<file path="config.mk">
export PLATFORM = sky130hd
export DESIGN_NAME = imem_loader
export DESIGN_NICKNAME = d
export VERILOG_FILES = /design/src/rtl/imem_loader.sv
export SDC_FILE = /design/constraint.sdc
export NUM_CORES = 1
export LEC_CHECK = 0
export ABC_AREA = 1
export CORE_ASPECT_RATIO = 1.4
export CORE_MARGIN = 1.5
export CORE_UTILIZATION = 50
export CTS_CLUSTER_DIAMETER = 100
export DETAILED_ROUTE_END_ITERATION = 8
export MAX_ROUTING_LAYER = met4
export PLACE_DENSITY = 0.95
export SETUP_SLACK_MARGIN = 0.15
export SYNTH_ARGS = -nofsm -noshare
export SYNTH_HDL_FRONTEND = slang
export SYNTH_SLANG_ARGS = --single-unit
</file>
<file path="constraint.sdc">
create_clock -name clock -period 4.6 [get_ports clock]
set_input_delay 0.92 -clock clock [delete_from_list [all_inputs] [get_ports clock]]
set_output_delay 0.92 -clock clock [all_outputs]
set_load 0.05 [all_outputs]
</file>
<file path="src/rtl/imem_loader.sv">
// Boot-time program loader: assembles big-endian words from a byte stream,
// writes them to instruction memory, and holds the core in reset until done.
module imem_loader #(
  parameter int ADDR_WIDTH = 8,
  parameter int MAX_WORDS  = 256
) (
  input  logic                  clock,
  input  logic                  reset,
  input  logic                  load_start,
  input  logic [ADDR_WIDTH:0]   load_len,
  input  logic                  byte_valid,
  input  logic [7:0]            byte_data,
  output logic                  byte_ready,
  output logic                  imem_we,
  output logic [31:0]           imem_addr,
  output logic [31:0]           imem_wdata,
  output logic                  cpu_reset,
  output logic                  done,
  output logic                  error
);

  typedef enum logic [1:0] {
    S_IDLE,
    S_RECV,
    S_WRITE,
    S_RUN
  } state_e;

  localparam logic [ADDR_WIDTH:0]   MAX_LEN = (ADDR_WIDTH + 1)'(MAX_WORDS);
  localparam logic [ADDR_WIDTH:0]   LEN_ONE = (ADDR_WIDTH + 1)'(1);
  localparam logic [ADDR_WIDTH-1:0] IDX_ONE = ADDR_WIDTH'(1);

  state_e                  state_q, state_d;
  logic [ADDR_WIDTH:0]     len_q, len_d;
  logic [ADDR_WIDTH-1:0]   word_idx_q, word_idx_d;
  logic [1:0]              byte_idx_q, byte_idx_d;
  logic [31:0]             shift_q, shift_d;
  logic                    error_q, error_d;

  logic len_ok;
  logic last_word;
  logic byte_hs;

  assign len_ok    = (load_len != '0) && (load_len <= MAX_LEN);
  assign last_word = ({1'b0, word_idx_q} == (len_q - LEN_ONE));
  assign byte_hs   = byte_valid && (state_q == S_RECV);

  always_ff @(posedge clock or posedge reset) begin
    if (reset) begin
      state_q    <= S_IDLE;
      len_q      <= '0;
      word_idx_q <= '0;
      byte_idx_q <= '0;
      shift_q    <= '0;
      error_q    <= 1'b0;
    end else begin
      state_q    <= state_d;
      len_q      <= len_d;
      word_idx_q <= word_idx_d;
      byte_idx_q <= byte_idx_d;
      shift_q    <= shift_d;
      error_q    <= error_d;
    end
  end

  always_comb begin
    state_d    = state_q;
    len_d      = len_q;
    word_idx_d = word_idx_q;
    byte_idx_d = byte_idx_q;
    shift_d    = shift_q;
    error_d    = error_q;

    unique case (state_q)
      S_IDLE, S_RUN: begin
        if (load_start) begin
          if (len_ok) begin
            len_d      = load_len;
            word_idx_d = '0;
            byte_idx_d = '0;
            error_d    = 1'b0;
            state_d    = S_RECV;
          end else begin
            // A rejected load from RUN drops back to IDLE, re-asserting cpu_reset.
            error_d = 1'b1;
            state_d = S_IDLE;
          end
        end
      end
      S_RECV: begin
        if (byte_hs) begin
          shift_d    = {shift_q[23:0], byte_data};
          byte_idx_d = byte_idx_q + 2'd1;
          if (byte_idx_q == 2'd3) begin
            state_d = S_WRITE;
          end
        end
      end
      S_WRITE: begin
        if (last_word) begin
          state_d = S_RUN;
        end else begin
          word_idx_d = word_idx_q + IDX_ONE;
          state_d    = S_RECV;
        end
      end
      default: state_d = S_IDLE;
    endcase
  end

  // Every output is a decode of registered state; nothing combinational from inputs.
  assign byte_ready = (state_q == S_RECV);
  assign imem_we    = (state_q == S_WRITE);
  assign imem_addr  = {{(30 - ADDR_WIDTH){1'b0}}, word_idx_q, 2'b00};
  assign imem_wdata = shift_q;
  assign cpu_reset  = (state_q != S_RUN);
  assign done       = (state_q == S_RUN);
  assign error      = error_q;

endmodule

</file>
**After elaboration in Yosys (flattened, before gate mapping)**

Cells that the tools add are included.
W data, S select, Z words.

- Register bits after elaboration: 54
- Input port bits: 21
- Output and inout bits: 69
- Word-level logic and storage cells: 49

- $add $sub $neg: 3
- $lt $le $gt $ge: 1
- Equal/unequal tests: 11
- Mux-type cells: 15
- Reduce and logical (&&, ||, !) cells: 13

Operators by type and width:

| cell | count |
|---|---|
| $mux W8 | 3 |
| $pmux W8 S2 | 1 |
| $mux W2 | 7 |
| $eq A8 B9 Y1 | 1 |
| $le A9 B9 Y1 const B | 1 |
| $reduce_bool A9 Y1 | 1 |
| $sub A9 B1 Y9 const B | 1 |
| $add A8 B1 Y8 const B | 1 |
| $ne A2 B2 Y1 const B | 4 |
| $reduce_and A4 Y1 | 2 |
| $eq A2 B2 Y1 const B | 3 |
| $pmux W2 S3 | 1 |
| $reduce_and A3 Y1 | 2 |
| $ne A2 B1 Y1 const B | 2 |
| $pmux W2 S2 | 1 |
| $reduce_and A2 Y1 | 2 |
| $reduce_bool A2 Y1 | 2 |
| $add A2 B1 Y2 const B | 1 |
| $eq A2 B1 Y1 const B | 1 |
| $logic_and A1 B1 Y1 | 2 |
| $logic_not A2 Y1 | 1 |
| $mux W1 | 2 |
| $reduce_or A2 Y1 | 1 |

**Depth between registers and ports, before layout**

- Depth after elaboration: 5
- Gate-level depth with buffers: 14
- Gate-level depth less buffers: 14

**Least setup slack after synthesis**

OpenSTA, ideal clock, no wires.

- Kind: reg-to-output
- From: register state_q[1]
- To: output port cpu_reset
- Arrival time: 1.196 ns
- Required time: 3.680 ns
- Slack: 2.484 ns
- Stages on the path, launching flop included: 3
- Buffers on the path: 0
- Path through: dfrtp_1 -> ha_1 -> inv_1

- Word-level cells in the longest chain between the ends: 1

Ends and longest elaborated chain:

| element | RTL line | RTL |
|---|---|---|
| start: declaration | 33 | `state_e state_q, state_d;` |
| start signal: assignment | 57 | `state_q <= state_d;` |
| $ne A2 B2 Y1 | 116 | `assign cpu_reset = (state_q != S_RUN);` |
| end: declaration | 17 | `output logic cpu_reset,` |

No other way between the ends.

**Worst setup path in the final report**

- From: register state_q[0]
- To: output port imem_we

- Word-level cells in the longest chain between the ends: 1

Ends and longest elaborated chain:

| element | RTL line | RTL |
|---|---|---|
| $eq A2 B2 Y1 | 113 | `assign imem_we = (state_q == S_WRITE);` |
| end: declaration | 14 | `output logic imem_we,` |

No other way between the ends.

==> results.md <==
Layout:
- The final core area utilization is 0.656.
- The fraction of layout cells with a size suffix above 1 is 0.0691.
- Excluding fillers, the count of instances in the completed layout stands at 502.
- The number of nets in the final layout is 460.
- The antenna diode instance count is 0.
- Summing all non-filler instances in the final layout gives an area of 3650 sq um.
- The post-synthesis to final-layout area growth is 26.1%.

CTS:
- The clock tree from TritonCTS is yes.
- The number of instances resized during post-cts repair is 0.
- The clock sink count is 54.
- The clock-pin transition on the worst setup and hold timing paths is 0.09 ns.
- The count of H-tree levels built during CTS is 2.
- The clock tree buffer depth is 2.
- Clock tree synthesis selected as its root buffer the cell sky130_fd_sc_hd__clkbuf_8.
- The post-CTS setup-driven buffer insertion count is 0.
- In this run, CTS created clock tree buffers numbering 5.
- Buffers inserted to repair hold after CTS numbered 0.
- The clock reaches the later pin of the worst-skew pair after 0.30 ns.

Hold path:
- The startpoint of the most critical hold path is imem_wdata[26].
- The worst hold path was traced through 2 stages.
- The path class of the tightest hold or removal check is reg2reg.
- The end point of the most critical hold path is imem_wdata[26].

Worst setup path:
- The logic depth of the worst register-to-register path is 4.
- The setup slack of the worst register-to-register path is 2.69 ns.
- STA classifies the critical path startpoint as a register.
- At the worst endpoint, the required time is 3.68 ns.
- Along the worst path, the maximum fanout reaches 5.
- The worst register-to-register path begins at state_q[1].
- Data on the critical path arrives at its endpoint at 1.89 ns.
- The setup path with the least slack is of type reg2out.
- The capturing element type of the critical path is a primary output.
- The endpoint of the worst register-to-register path is imem_wdata[31].

Drt:
- The routed wire length is 6270 um.
- The first routing iteration left 135 violations.
- The count of unresolved DRC violations after routing is 0.
- Dividing the detail-routed wire length by the instance count gives 12.5 um.
- Summing over every cut layer, the via total after detailed routing is 2474.
- The number of routed nets with antenna violations is 0.
- After detailed routing, the number of vias per cell comes to 4.93.
- The number of iterations in the first detailed-routing pass is 5.

Timing:
- The clock period could shrink to 2.81 ns.
- Setup violations remaining at the end of the flow were counted as 0.
- The top achievable clock speed is 356 MHz.
- In the final timing run, aggregate negative setup slack is 0 ns.
- For the pin with the worst max-slew slack, the measured transition is 1.11 ns.
- The number of hold violations in the final report is 0.
- The final count of pins violating max slew is 0.
- Setup repair after global routing left no endpoint under its margin.
- The final clock period utilization by the worst path is 0.611.
- The relative slew slack is 0.260.
- The worst clock skew on the final layout is 0.00587 ns.

Synthesis:
- The portion of synthesized area spent on multiplexers is 0.00778.
- The number of distinct library cells after synthesis is 26.
- The dominant synthesized flop cell is sky130_fd_sc_hd__dfrtp_1.
- The count of flip-flops with a built-in enable after synthesis is 0.
- The sequential-to-total area share from yosys stat is 0.467.
- The post-synthesis instance area is 2890 sq um.
- The compound-cell area share of the yosys netlist came to 0.0917.
- Of the post-synthesis cell area, the dominant cell type holds 0.467.
- After synthesis, the largest family of logic cells by area is simple AND/OR/NAND/NOR gates.
- In the synthesized netlist the async set-or-reset flop fraction comes to 1.00.
- The number of warning messages in the yosys log is 0.
- The most frequent cell after synthesis is sky130_fd_sc_hd__nand2_1.
- sky130_fd_sc_hd__dfrtp_1 takes more of the synthesized area than any other cell.
- The parity-gate share of the synthesized area counting xor and xnor cells is 0.0212.
- The number of standard cells after synthesis is 370.
- Of the total synthesized cell area, the portion taken by full adders, half adders and majority gates is 0.0259.
- Synthesis inferred 54 register bits.
- The area share of and/or/nand/nor cells after synthesis is 0.260.
- Sorting the synthesized cells by how often they occur yields sky130_fd_sc_hd__nand2_1 (102), sky130_fd_sc_hd__dfrtp_1 (54), sky130_fd_sc_hd__nor2_1 (47).
- The mean instance size in the synthesized netlist is 7.82 sq um.
- Yosys attributes the largest share of cell area to sky130_fd_sc_hd__dfrtp_1 (47%), sky130_fd_sc_hd__nand2_1 (13%), sky130_fd_sc_hd__buf_4 (6.2%), sky130_fd_sc_hd__nor2_1 (6.1%), sky130_fd_sc_hd__o21ai_0 (4.8%).

Place:
- The number of placed instances with taps included is 494.
- Routability-driven placement finished with a final weighted congestion of 0.865.
- The port buffer count is 65.
- The placed instances occupy a cell area of 3510 sq um.
- The wire-length estimate of the detail-placed layout is 4580 um.

Flow run:
- Max-cap violations in this run came to 0.

Floorplanning:
- The core region is 5570 sq um.
- The floorplan row count is 32.
- The effective utilization at floorplan is 0.520.
- The y dimension of the die is 93.0 um.
- The full die area is 6260 sq um.
- The top-level port count is 90.
- The horizontal die dimension is 67.3 um.

Power and ir drop:
- The design draws 2.71 mW.
- Dividing total power by cell area gives a power density of 744 nW/um^2.
- The leakage dissipation is 1.84 nW.
- The worst vdd rail ir drop is 0.516 mV.

GRT:
- The largest net degree at the start of global routing is 63.
- The via count of the first global-routing pass is 2445.
- The remaining global-route overflow is 0.
- The number of antenna violations at the first check in global routing is 0.
- The first global-routing pass estimated 10600 um of wire.
- In the global route stage, overall resource usage came out at 0.223.

Run status:
- The run finished with clean final reports.
area by class of cell:
cell class / count / area (sq um)
Multi-Input combinational cell: 267 / 1270
Timing Repair Buffer: 65 / 651
Inverter: 40 / 150
Clock inverter: 2 / 60.1
Sequential cell: 54 / 1350
Tap cell: 68 / 85.1
Clock buffer: 6 / 82.6
Fill cell: 488 / 1920
logic make-up after synthesis:
group | after synthesis
simple gates | 178
buf+inv | 72
flops | 54
compound gates | 50
xor+xnor | 7
fa+ha+maj | 6
mux | 2
other cells | 1
worst max-delay path, stage by stage (launching register included):
cell and delay, ns:
sky130_fd_sc_hd__dfrtp_1 0.41, sky130_fd_sc_hd__inv_1 0.09, sky130_fd_sc_hd__ha_1 0.25, sky130_fd_sc_hd__clkdlybuf4s50_1 0.83
power breakdown:
| group | switching (mW) | internal [mW] | leakage (nW) |
|---|---|---|---|
| combinational | 1.04 | 0.469 | 1.11 |
| sequential | 0.153 | 0.670 | 0.656 |
| clock | 0.152 | 0.232 | 0.0714 |
worst max path at each step:
| stage | slack, ns | cells after the start | startpoint | endpoint |
|---|---|---|---|---|
| after floorplan | 2.37 | 1 | reset | byte_idx_q[0] |
| after global placement | 1.98 | 3 | byte_valid | imem_wdata[23] |
| after detailed placement | 1.96 | 3 | byte_valid | imem_wdata[31] |
| after CTS | 1.79 | 3 | state_q[0] | imem_we |
| after global routing | 1.72 | 3 | state_q[1] | byte_ready |
| final | 1.79 | 3 | state_q[0] | imem_we |
placed cells by master, fill, tap and decap left out, types with 3 or more instances in the layout:
cell                              count
sky130_fd_sc_hd__a21oi_1             19
sky130_fd_sc_hd__clkbuf_8             6
sky130_fd_sc_hd__clkdlybuf4s50_1     65
sky130_fd_sc_hd__conb_1              24
sky130_fd_sc_hd__dfrtp_1             54
sky130_fd_sc_hd__ha_1                 6
sky130_fd_sc_hd__inv_1               34
sky130_fd_sc_hd__inv_2                6
sky130_fd_sc_hd__nand2_1            101
sky130_fd_sc_hd__nand2_4              3
sky130_fd_sc_hd__nand3_1             13
sky130_fd_sc_hd__nor2_1              47
sky130_fd_sc_hd__nor2_2               4
sky130_fd_sc_hd__o21ai_0             28
sky130_fd_sc_hd__xor2_1               6
layer usage:
| metal | share of wire | track usage | wire length (um) | up-vias |
|---|---|---|---|---|
| li1 | - | - | - | 1224 |
| met1 | 0.39 | 0.247 | 2450 | 1151 |
| met2 | 0.53 | 0.385 | 3300 | 86 |
| met3 | 0.065 | 0.0578 | 410 | 13 |
| met4 | 0.018 | 0.0697 | 110 | 0 |
| met5 | 0 | - | 0 | - |
registers in the layout, indices dropped and copies added, names as in the netlist:
register / cells
byte_idx_q: 2
error: 1
imem_wdata: 32
len_q: 9
state_q: 2
word_idx_q: 8
through the flow:
step	setup WS, ns	hold slack [ns]
floorplan	2.37	0.457
global placement	1.98	0.466
detailed placement	1.96	0.476
CTS	1.79	0.501
global route	1.72	0.534
finish	1.79	0.498
No activity file was read; power rests on OpenSTA's default activity.
